==> src/rtl/call_latch_bank_if.sv <==
// Call-bank bus between the button decoders / car controller and the call store.
// The oldest_* outputs exist only when CALL_AGE_EN is defined.
interface call_latch_bank_if #(
  parameter int NUM_FLOORS = 8,
  parameter int AGE_W      = 8
);
  localparam int FLOOR_W = $clog2(NUM_FLOORS);
  localparam int CNT_W   = $clog2(3*NUM_FLOORS+1);

  if (NUM_FLOORS < 2 || AGE_W < 1) begin : g_bad_cfg
    $error("call_latch_bank_if: NUM_FLOORS must be >= 2 and AGE_W >= 1");
  end

  logic                  wr_valid;
  logic [FLOOR_W-1:0]    wr_floor;
  logic [1:0]            wr_type;
  logic                  svc_valid;
  logic [FLOOR_W-1:0]    svc_floor;
  logic                  svc_dir;
  logic [FLOOR_W-1:0]    cur_floor;
  logic                  err_clr;
  logic [NUM_FLOORS-1:0] call_inside;
  logic [NUM_FLOORS-1:0] call_up;
  logic [NUM_FLOORS-1:0] call_down;
  logic [CNT_W-1:0]      pending_cnt;
  logic                  req_above;
  logic                  req_below;
  logic                  req_here;
  logic                  err_flag;
`ifdef CALL_AGE_EN
  logic [FLOOR_W-1:0]    oldest_floor;
  logic [AGE_W-1:0]      oldest_age;
`endif

  modport master (
    output wr_valid, wr_floor, wr_type, svc_valid, svc_floor, svc_dir, cur_floor, err_clr,
    input  call_inside, call_up, call_down, pending_cnt, req_above, req_below, req_here, err_flag
`ifdef CALL_AGE_EN
    , input oldest_floor, oldest_age
`endif
  );

  modport slave (
    input  wr_valid, wr_floor, wr_type, svc_valid, svc_floor, svc_dir, cur_floor, err_clr,
    output call_inside, call_up, call_down, pending_cnt, req_above, req_below, req_here, err_flag
`ifdef CALL_AGE_EN
    , output oldest_floor, oldest_age
`endif
  );
endinterface

==> src/rtl/call_latch_bank.sv <==
// Per-floor elevator call latches (inside / hall-up / hall-down) with pending count and
// above/below/here summaries. Define CALL_AGE_EN for per-floor age counters and oldest_* outputs.

// One floor's three call bits; bit0 inside, bit1 up, bit2 down.
module call_floor_cell #(
  parameter int AGE_W = 8
) (
  input  logic             clk,
  input  logic             reset,
  input  logic [2:0]       set_v,
  input  logic [2:0]       clr_v,
  output logic [2:0]       q,
  output logic [2:0]       d
`ifdef CALL_AGE_EN
  , output logic [AGE_W-1:0] age
`endif
);
  // Service clear has priority over a same-cycle set on the same bit.
  assign d = (q | set_v) & ~clr_v;

  always_ff @(posedge clk or negedge reset) begin
    if (!reset) q <= '0;
    else        q <= d;
  end

`ifdef CALL_AGE_EN
  always_ff @(posedge clk or negedge reset) begin
    if (!reset)    age <= '0;
    else if (~|d)  age <= '0;
    else if (~&age) age <= age + 1'b1;
  end
`endif
endmodule

module call_latch_bank #(
  parameter int NUM_FLOORS = 8,
  parameter int AGE_W      = 8
) (
  input logic               clk,
  input logic               reset,
  call_latch_bank_if.slave  bus
);
  localparam int FLOOR_W = $clog2(NUM_FLOORS);
  localparam int CNT_W   = $clog2(3*NUM_FLOORS+1);

  if (NUM_FLOORS < 2 || AGE_W < 1) begin : g_bad_cfg
    $error("call_latch_bank: NUM_FLOORS must be >= 2 and AGE_W >= 1");
  end

  logic [NUM_FLOORS-1:0][2:0] q_all, d_all;
  logic [CNT_W-1:0]           cnt_nxt, cnt_q;
  logic                       err_q;
  logic                       wr_ok, wr_err, svc_ok, svc_err, cur_ok;
  int                         wr_i, svc_i, cur_i;

  assign wr_i  = int'(bus.wr_floor);
  assign svc_i = int'(bus.svc_floor);
  assign cur_i = int'(bus.cur_floor);

  // Hall calls that point out of the shaft are rejected along with bad floors/types.
  always_comb begin
    wr_ok = bus.wr_valid && (wr_i < NUM_FLOORS) && (bus.wr_type != 2'b11)
            && !(bus.wr_type == 2'b01 && wr_i == NUM_FLOORS-1)
            && !(bus.wr_type == 2'b10 && wr_i == 0);
    wr_err  = bus.wr_valid && !wr_ok;
    svc_ok  = bus.svc_valid && (svc_i < NUM_FLOORS);
    svc_err = bus.svc_valid && !svc_ok;
    cur_ok  = cur_i < NUM_FLOORS;
  end

`ifdef CALL_AGE_EN
  logic [NUM_FLOORS-1:0][AGE_W-1:0] age_all;
`endif

  for (genvar f = 0; f < NUM_FLOORS; f++) begin : g_floor
    logic       hit_wr, hit_svc;
    logic [2:0] set_v, clr_v;
    assign hit_wr  = wr_ok && (wr_i == f);
    assign hit_svc = svc_ok && (svc_i == f);
    assign set_v   = {hit_wr && bus.wr_type == 2'b10,
                      hit_wr && bus.wr_type == 2'b01,
                      hit_wr && bus.wr_type == 2'b00};
    assign clr_v   = {hit_svc && !bus.svc_dir, hit_svc && bus.svc_dir, hit_svc};

    call_floor_cell #(.AGE_W(AGE_W)) u_cell (
      .clk   (clk),
      .reset (reset),
      .set_v (set_v),
      .clr_v (clr_v),
      .q     (q_all[f]),
      .d     (d_all[f])
`ifdef CALL_AGE_EN
      , .age (age_all[f])
`endif
    );

    assign bus.call_inside[f] = q_all[f][0];
    assign bus.call_up[f]     = q_all[f][1];
    assign bus.call_down[f]   = q_all[f][2];
  end

  // Count is taken from next-state so it lands on the same edge as the vectors.
  always_comb begin
    cnt_nxt = '0;
    for (int f = 0; f < NUM_FLOORS; f++)
      cnt_nxt = cnt_nxt + CNT_W'(d_all[f][0]) + CNT_W'(d_all[f][1]) + CNT_W'(d_all[f][2]);
  end

  always_ff @(posedge clk or negedge reset) begin
    if (!reset) begin
      cnt_q <= '0;
      err_q <= 1'b0;
    end else begin
      cnt_q <= cnt_nxt;
      if (wr_err || svc_err) err_q <= 1'b1;
      else if (bus.err_clr)  err_q <= 1'b0;
    end
  end

  assign bus.pending_cnt = cnt_q;
  assign bus.err_flag    = err_q;

  always_comb begin
    bus.req_above = 1'b0;
    bus.req_below = 1'b0;
    bus.req_here  = 1'b0;
    for (int f = 0; f < NUM_FLOORS; f++) begin
      if (cur_ok && f > cur_i)  bus.req_above = bus.req_above | (|q_all[f]);
      if (cur_ok && f < cur_i)  bus.req_below = bus.req_below | (|q_all[f]);
      if (cur_ok && f == cur_i) bus.req_here  = bus.req_here  | (|q_all[f]);
    end
  end

`ifdef CALL_AGE_EN
  // Strict '>' keeps the lowest floor on ties; idle bank yields floor 0, age 0.
  always_comb begin
    bus.oldest_floor = '0;
    bus.oldest_age   = '0;
    for (int f = 0; f < NUM_FLOORS; f++) begin
      if (age_all[f] > bus.oldest_age) begin
        bus.oldest_age   = age_all[f];
        bus.oldest_floor = FLOOR_W'(f);
      end
    end
  end
`endif
endmodule

==> src/flat_wrapper.sv <==
// flat-port wrapper written by rule: the top's interface ports become plain ports
module call_latch_bank_flat 
#(
  parameter int NUM_FLOORS = 8,
  parameter int AGE_W      = 8
)
  (clk, reset, bus_wr_valid, bus_wr_floor, bus_wr_type, bus_svc_valid, bus_svc_floor, bus_svc_dir, bus_cur_floor, bus_err_clr, bus_call_inside, bus_call_up, bus_call_down, bus_pending_cnt, bus_req_above, bus_req_below, bus_req_here, bus_err_flag);
  call_latch_bank_if #(.NUM_FLOORS(NUM_FLOORS), .AGE_W(AGE_W)) bus_i ();
  input logic clk;
  input logic reset;
  input wire logic [$bits(bus_i.wr_valid)-1:0] bus_wr_valid;
  input wire logic [$bits(bus_i.wr_floor)-1:0] bus_wr_floor;
  input wire logic [$bits(bus_i.wr_type)-1:0] bus_wr_type;
  input wire logic [$bits(bus_i.svc_valid)-1:0] bus_svc_valid;
  input wire logic [$bits(bus_i.svc_floor)-1:0] bus_svc_floor;
  input wire logic [$bits(bus_i.svc_dir)-1:0] bus_svc_dir;
  input wire logic [$bits(bus_i.cur_floor)-1:0] bus_cur_floor;
  input wire logic [$bits(bus_i.err_clr)-1:0] bus_err_clr;
  output wire logic [$bits(bus_i.call_inside)-1:0] bus_call_inside;
  output wire logic [$bits(bus_i.call_up)-1:0] bus_call_up;
  output wire logic [$bits(bus_i.call_down)-1:0] bus_call_down;
  output wire logic [$bits(bus_i.pending_cnt)-1:0] bus_pending_cnt;
  output wire logic [$bits(bus_i.req_above)-1:0] bus_req_above;
  output wire logic [$bits(bus_i.req_below)-1:0] bus_req_below;
  output wire logic [$bits(bus_i.req_here)-1:0] bus_req_here;
  output wire logic [$bits(bus_i.err_flag)-1:0] bus_err_flag;
  assign bus_i.wr_valid = bus_wr_valid;
  assign bus_i.wr_floor = bus_wr_floor;
  assign bus_i.wr_type = bus_wr_type;
  assign bus_i.svc_valid = bus_svc_valid;
  assign bus_i.svc_floor = bus_svc_floor;
  assign bus_i.svc_dir = bus_svc_dir;
  assign bus_i.cur_floor = bus_cur_floor;
  assign bus_i.err_clr = bus_err_clr;
  assign bus_call_inside = bus_i.call_inside;
  assign bus_call_up = bus_i.call_up;
  assign bus_call_down = bus_i.call_down;
  assign bus_pending_cnt = bus_i.pending_cnt;
  assign bus_req_above = bus_i.req_above;
  assign bus_req_below = bus_i.req_below;
  assign bus_req_here = bus_i.req_here;
  assign bus_err_flag = bus_i.err_flag;
  call_latch_bank #(.NUM_FLOORS(NUM_FLOORS), .AGE_W(AGE_W)) u_core (.clk(clk), .reset(reset), .bus(bus_i));
endmodule
==> config.mk <==
export PLATFORM = sky130hd
export DESIGN_NAME = call_latch_bank_flat
export DESIGN_NICKNAME = d
export VERILOG_FILES = /design/src/rtl/call_latch_bank_if.sv /design/src/rtl/call_latch_bank.sv /design/src/flat_wrapper.sv
export SDC_FILE = /design/constraint.sdc
export NUM_CORES = 1
export LEC_CHECK = 0
export ABC_AREA = 1
export BUFFER_PORTS_ARGS = -buffer_cell sky130_fd_sc_hd__buf_2
export CAP_MARGIN = 25
export CELL_PAD_IN_SITES_DETAIL_PLACEMENT = 2
export CELL_PAD_IN_SITES_GLOBAL_PLACEMENT = 2
export CORE_MARGIN = 2
export CORE_UTILIZATION = 29
export CTS_CLUSTER_SIZE = 8
export DETAILED_ROUTE_END_ITERATION = 12
export PLACE_DENSITY = 0.75
export SYNTH_ARGS = -nofsm -noshare
export SYNTH_HDL_FRONTEND = slang
export SYNTH_SLANG_ARGS = --single-unit
export TNS_END_PERCENT = 100
==> constraint.sdc <==
create_clock -name clk -period 4.25 [get_ports clk]
set_input_delay 0.2125 -clock clk [delete_from_list [all_inputs] [get_ports clk]]
set_output_delay 0.2125 -clock clk [all_outputs]
set_load 0.005 [all_outputs]
==> reports/qor.yml, run 1 <==
status:
  status: "finished, violations left"
  violations: "negative hold slack, negative setup slack"
global_route:
  antenna_found_initial: 0
  grt_max_degree: 31
  grt_util_all_layers_pct: 23.3
  grt_pass1_wl_microns: 14600
  grt_overflow: 0
  first_global_vias: 2685
timing:
  max_freq_mhz: 211
  fin_skew_ns: 0.00627
  fin_crit_ns: 4.73
  setup_slack_ns: -0.485
  maxSlewHeadroom_pct: 49.6
  drv_slew: 0
  hold_viol: 1
  max_slew.worst_pin.slew_ns: 0.756
  holdWs_ns: -0.000398
  setup_viol_count_final: 5
  rsz0062_at_grt: "yes"
  period_share_pct: 111
clocking:
  cts_tree: "built"
  clk_pin_slew_ns: 0.07
  clock-root-buffer: "clkbuf_8"
  cts_max_level: 2
  cts_sinks: 30
  numCtsBuffers: 5
  cts_buffer_depth: 2
  cts_hold_buf: 0
  clkLatencyLatePin_ns: 0.28
placed_design:
  portBuffers: 49
  dp.final_hpwl_microns: 7280
  gp_congestion: 0.847
setup_path:
  worst-setup-path-type: "input port to flop"
  start_kind: "input port"
  critPathMaxFanout: 5
  regToRegSetupSlack_ns: -0.34
  cp_slowest_stage_delay_ns: 0.57
  critPathLaunch: "bus_wr_type[0]"
  cpMaxStageDelayCell: "fa_1"
  worst_ep_required_time_ns: 4.42
  cp_top_family: "adder cells"
  arrival_ns: 4.91
  crit_top_cell: "fa_1"
  critPathCaptureType: "flop"
  reg2reg_from: "u_core.g_floor[0].u_cell.q[1]"
  worstPathCellList: "buf_2, buf_4, inv_1, nor2_1, buf_4, nand3_1, a22oi_2, inv_2, fa_1, fa_1, fa_1, fa_1, inv_2, fa_1, fa_2, fa_2, xor2_1"
  path_buf_inv: 6
power_and_ir_drop:
  p_switching_mw: 1.13
  switching_share_pct: 46.8
  pwr-share-comb_pct: 72.2
  clockPowerShare_pct: 10.2
  internal-power_mw: 1.28
  power.density_nw_per_um2: 746
  p_leak_nw: 1.73
  max-vdd-ir-drop_mv: 0.839
  seqPwrFrac_pct: 17.5
  total_power_mw: 2.41
routing:
  drtIter0Drc: 64
  wl_microns: 9290
  vias: 2282
  via_per_inst: 4.78
  drt-pass1-iter-count: 4
  wl_per_cell_microns: 19.5
  drc: 0
  ant_nets: 0
die:
  die_h_microns: 91.6
  core_area_sq_um: 7330
  die_area_sq_um: 8390
  initial_utilization_pct: 30.3
  die_x_microns: 91.6
  num_rows: 31
  top_level_ports: 50
synth:
  synth_top_family_by_area: "adder cells"
  yosys.area_share.simple_pct: 18.5
  synth_xor_xnor_area_share_pct: 0.787
  ys_types: 28
  ys_warn_count: 0
  ys_seq_elements: 30
  synth-adder-area-share_pct: 19.2
  synth_top_area_share_pct: 33.7
  syn-num-nets: 306
  synthCells: 265
  syn_avg_cell_area_sq_um: 8.39
  synth-compound-area-share_pct: 14.1
  synth_area_leaders: "dfrtp_1 (34%), fa_1 (15%), inv_1 (11%)"
  ys_seq_area_share_pct: 33.7
  synth.area.mux_share_pct: 0
  yosysTopAreaCell: "dfrtp_1"
  syn_area_sq_um: 2220
cells_and_area:
  drive_gt1_share_pct: 42.1
  layout.cells.most_common: "inv_1"
  antennaDiodeCount: 0
  nets: 418
  postLayoutCoreUtil_pct: 44.1
  synthToLayoutAreaGrowth_pct: 45.3
  fillers: 839
  final_cell_mix: "inv_1 (63), buf_4 (59), buf_2 (45), dfrtp_1 (30), nand2_1 (29)"
run:
  maxCapViolations: 0
min_path:
  hp-class: "input port to async pin"
[stage by stage]
step	TNS [ns]	cell area, sq um	worst slack, ns	instances
floorplan	-1.25	2260	-0.390	265
global placement	-2.51	3030	-0.636	467
detailed placement	-4.06	3030	-0.958	467
CTS	-1.87	3200	-0.516	477
global route	-2.24	3230	-0.583	477
finish	-1.70	3230	-0.485	477
[repair_timing]
action,in CTS,in global routing
resized for setup,17,5
setup buffers,2,0
endpoints found under the setup margin,5,5
pin swaps,4,0
[power groups by stage]
stage          logic, mW  clock network [mW]  registers [mW]
2_1_floorplan       1.04                   0           0.430
3_3_place_gp        1.53                   0           0.424
3_5_place_dp        1.73                   0           0.425
4_1_cts             1.78               0.252           0.423
5_1_grt             1.96               0.263           0.431
6_report            1.74               0.246           0.423
[registers in the layout (all words and copies together), names as in the netlist]
name                     count
u_core.bus.err_flag          1
u_core.bus.pending_cnt       5
u_core.g_floor.u_cell.q     24
[worst paths after layout]
check / endpoint / cells after the start
hold reg to reg: u_core.bus.err_flag / 2
min in group clk: u_core.bus.err_flag / 2
setup reg to reg: u_core.bus.pending_cnt[2] / 13
max in group asynchronous: u_core.g_floor[0].u_cell.q[0] / 1
setup / recovery: u_core.bus.pending_cnt[2] / 17
hold / removal: u_core.g_floor[4].u_cell.q[0] / 1
[kinds of logic after synthesis]
logic type,after synthesis
AO/OA/AOI/OAI,41
XOR/XNOR,2
AND/OR/NAND/NOR,91
adder cells (fa/ha/maj),24
flip-flops,30
buffers and inverters,77
[layout make-up]
class	instances	area (sq um)	area share, %
timing repair buffer	109	728	22.5
inverter	73	284	8.78
clock inverter	1	5.00	0.155
sequential	30	751	23.2
clock buffer	7	86.3	2.67
tap	99	124	3.83
multi-input combinational	158	1250	38.8
[layer usage]
| metal | up-vias | track usage [%] | part of all wire, % | routed length, microns |
|---|---|---|---|---|
| li1 | 1049 | - | - | - |
| met1 | 1169 | 26.9 | 41 | 3830 |
| met2 | 51 | 42.4 | 54 | 5020 |
| met3 | 13 | 3.82 | 2.6 | 243 |
| met4 | 0 | 9.47 | 2.1 | 191 |
| met5 | - | 0 | 0 | 0 |
[cells in the mapped netlist]
cell type  number
a21boi_0        2
a21boi_2        3
a21oi_1         9
a21oi_2         6
a22oi_2         5
a31oi_1         4
a32oi_1         1
buf_6           2
clkbuf_1        2
dfrtp_1        30
fa_1           17
ha_1            7
inv_1          67
inv_2           6
nand2_1        31
nand3_1        26
nand3_2         2
nand4_1         2
nor2_1         22
nor2_2          3
nor2_4          1
nor3_1          4
o2111ai_1       1
o211a_1         1
o211ai_1        1
o21ai_0         7
o21ai_2         1
xor2_1          2
Power figures use the tool's default switching activity.
==> inputs of run 2 (changes only) <==
- CORE_UTILIZATION: 29 -> 30
- PLACE_DENSITY: 0.75 -> 0.74
- clock period: 4.25 -> 4.93 ns (I/O delays scaled with it)
==> run 2 against run 1 <==
  * The flow now finishes without violations
  * Wire length down 9.2%
  * Hold slack better by 0.0082 ns
  * Core utilization shrank 2.6 points
  * Sequential cell count unchanged
  * Critical path type unchanged
  * Critical endpoint unchanged
==> reports/qor.yml, run 2 (same netlist as run 1, synthesis figures left out) <==
setup_path:
  path_buf_inv: 5  # -1
  worstPathCellList: "buf_2, inv_2, o21ai_2, nand2_2, nand3_4, buf_4, nor2_2, nand3_1, a22oi_2, inv_2, fa_1, fa_1, fa_1, fa_1, inv_2, fa_1, fa_2, fa_2, xor2_1"
  start_kind: "input port"
  critPathLaunch: "bus_wr_floor[2]"
  arrival_ns: 4.98  # +0.07 ns
  cp_top_family: "adder cells"
  crit_top_cell: "fa_1"
  critPathMaxFanout: 5  # unchanged
  worstSetupPathDepth: 19  # +2
  r2r_end: "u_core.bus.pending_cnt[2]"
  cpMaxStageDelayCell: "fa_1"
  worst-setup-path-type: "input port to flop"
  r2r_cells: 13  # unchanged
  worst_ep_required_time_ns: 5.10  # +0.68 ns
  cp_slowest_stage_delay_ns: 0.57  # about the same
  endpoint: "u_core.bus.pending_cnt[2]"
  regToRegSetupSlack_ns: 0.22  # +0.56 ns
  critPathCaptureType: "flop"
  reg2reg_from: "u_core.g_floor[0].u_cell.q[1]"
timing:
  max_freq_mhz: 208
  period_share_pct: 97.6
  setup_slack_ns: 0.118  # +0.603 ns
  holdWs_ns: 0.00776  # +0.00816 ns
  setup_viol_count_final: 0  # -5
  hold_viol: 0  # -1
  setup_tns_ns: 0  # +1.70 ns
  maxSlewHeadroom_pct: 52.2  # +2.6 points
  drv_slew: 0  # unchanged
  max_slew.worst_pin.slew_ns: 0.718  # -0.0388 ns
  fin_crit_ns: 4.81
  fin_skew_ns: 0.00675  # +0.000475 ns
routing:
  drt-pass1-iter-count: 4  # unchanged
  wl_per_cell_microns: 18.7  # -4.2%
  wl_microns: 8430  # -9.2%
  vias: 2167  # -5.0%
  via_per_inst: 4.79  # +0.21%
  drtIter0Drc: 99  # +55%
  ant_nets: 0  # unchanged
  drc: 0  # unchanged
die:
  initial_utilization_pct: 30.8  # +0.49 points
  core_area_sq_um: 7210  # -1.6%
  top_level_ports: 50  # unchanged
  die_x_microns: 90.1  # -1.6%
  die_area_sq_um: 8120  # -3.2%
  die_h_microns: 90.1  # -1.6%
  num_rows: 31  # unchanged
global_route:
  grt_pass1_wl_microns: 12600  # -14%
  first_global_vias: 2409  # -10%
  grt_util_all_layers_pct: 20.2  # -3.1 points
  grt_max_degree: 31  # unchanged
  antenna_found_initial: 0  # unchanged
  grt_overflow: 0  # unchanged
clocking:
  cts_max_level: 2  # unchanged
  cts_hold_buf: 0  # unchanged
  clock-root-buffer: "clkbuf_8"
  clkLatencyLatePin_ns: 0.29  # about the same
  cts_buffer_depth: 2  # unchanged
  cts_sinks: 30  # unchanged
  numCtsBuffers: 5  # unchanged
  clk_pin_slew_ns: 0.07  # about the same
  cts_tree: "built"
power_and_ir_drop:
  seqPwrFrac_pct: 18.9  # +1.4 points
  p_leak_nw: 1.59  # -7.8%
  clockPowerShare_pct: 10.9  # +0.7 points
  switching_share_pct: 46.5  # -0.25 points
  p_switching_mw: 0.899  # -20%
  total_power_mw: 1.93  # -20%
  max-vdd-ir-drop_mv: 1.17  # +39%
  pwr-share-comb_pct: 70.2  # -2.0 points
  internal-power_mw: 1.03  # -19%
  power.density_nw_per_um2: 646  # -13%
cells_and_area:
  layout.cells.most_common: "inv_1"
  largest_reg_flops: 24  # unchanged
  synthToLayoutAreaGrowth_pct: 34.6
  fillers: 862  # +2.7%
  antennaDiodeCount: 0  # unchanged
  nets: 393  # -6.0%
  final_cell_mix: "inv_1 (63), buf_2 (47), buf_4 (33), dfrtp_1 (30), nand2_1 (29)"
  regMostFlops: "u_core.g_floor.u_cell.q"
  drive_gt1_share_pct: 37.1  # -5.0 points
status:
  status: "finished clean"
placed_design:
  dp.final_hpwl_microns: 6470  # -11%
  dp_slack_ns: -0.435  # +0.522 ns
  portBuffers: 49  # unchanged
  gp_congestion: 0.800  # -5.5%
run:
  maxCapViolations: 0  # unchanged
min_path:
  hp-class: "input port to async pin"
## run 2: layer usage
metal / part of all wire, % / GRT usage [%] / vias up
li1: - / - / 1001
met1: 40 / 24.2 / 1087
met2: 53 / 36.3 / 59
met3: 4.3 / 3.10 / 20
met4: 3.0 / 7.69 / 0
met5: 0 / 0 / -
## run 2: worst reg2reg max path, cell delays in order, from the launching register on
cell	delay, ns
dfrtp_1	0.44
a31oi_1	0.23
a21oi_2	0.08
ha_1	0.33
inv_2	0.05
fa_1	0.55
fa_1	0.43
fa_1	0.48
fa_1	0.57
inv_2	0.04
fa_1	0.50
fa_2	0.39
fa_2	0.38
xor2_1	0.15
## run 2: final cells by class
class	count	area [sq um]	area share, %
flip-flops and latches	30	751	25.1
clock buffers	7	86.3	2.88
clock inverters	1	5.00	0.167
inverters	73	274	9.15
repair buffers	83	520	17.4
well taps	99	124	4.14
multi-input cells	159	1230	41.2
## run 2: power groups by stage
stage	Clock [mW]	Combinational, mW	Sequential, mW
CTS	0.216	1.30	0.366
finish	0.212	1.36	0.365
floorplan	0	0.854	0.371
detailed placement	0	1.27	0.370
global route	0.229	1.58	0.373
global placement	0	1.20	0.367
## run 2: worst min path at each step
| stage | from | to | slack, ns | cells past startpoint |
|---|---|---|---|---|
| after global routing | reset | u_core.g_floor[1].u_cell.q[0] | 0.06 | 1 |
| after global placement | reset | u_core.bus.err_flag | 0.35 | 1 |
| after floorplan | reset | u_core.bus.err_flag | -0.05 | 0 |
| after CTS | reset | u_core.g_floor[1].u_cell.q[0] | 0.04 | 1 |
| after detailed placement | reset | u_core.g_floor[1].u_cell.q[0] | 0.35 | 1 |
| final | reset | u_core.g_floor[1].u_cell.q[0] | 0.008 | 1 |
## run 2: metrics by stage
stage | cells | area (sq um) | util [%]
floorplan | 265 | 2220 | -
global placement | 436 | 2770 | 38.3
detailed placement | 436 | 2770 | 38.3
CTS | 445 | 2890 | 40.0
global route | 452 | 3000 | 41.5
finish | 452 | 3000 | 41.5
## run 2: timing repair
| action | 4_1_cts | 5_1_grt |
|---|---|---|
| gates resized for setup | 5 | 20 |
| hold endpoints to repair | 0 | 0 |
| gates cloned | 0 | 1 |
| endpoints found under the setup margin | 2 | 3 |
| buffers inserted | 1 | 6 |
| pin swaps | 0 | 17 |
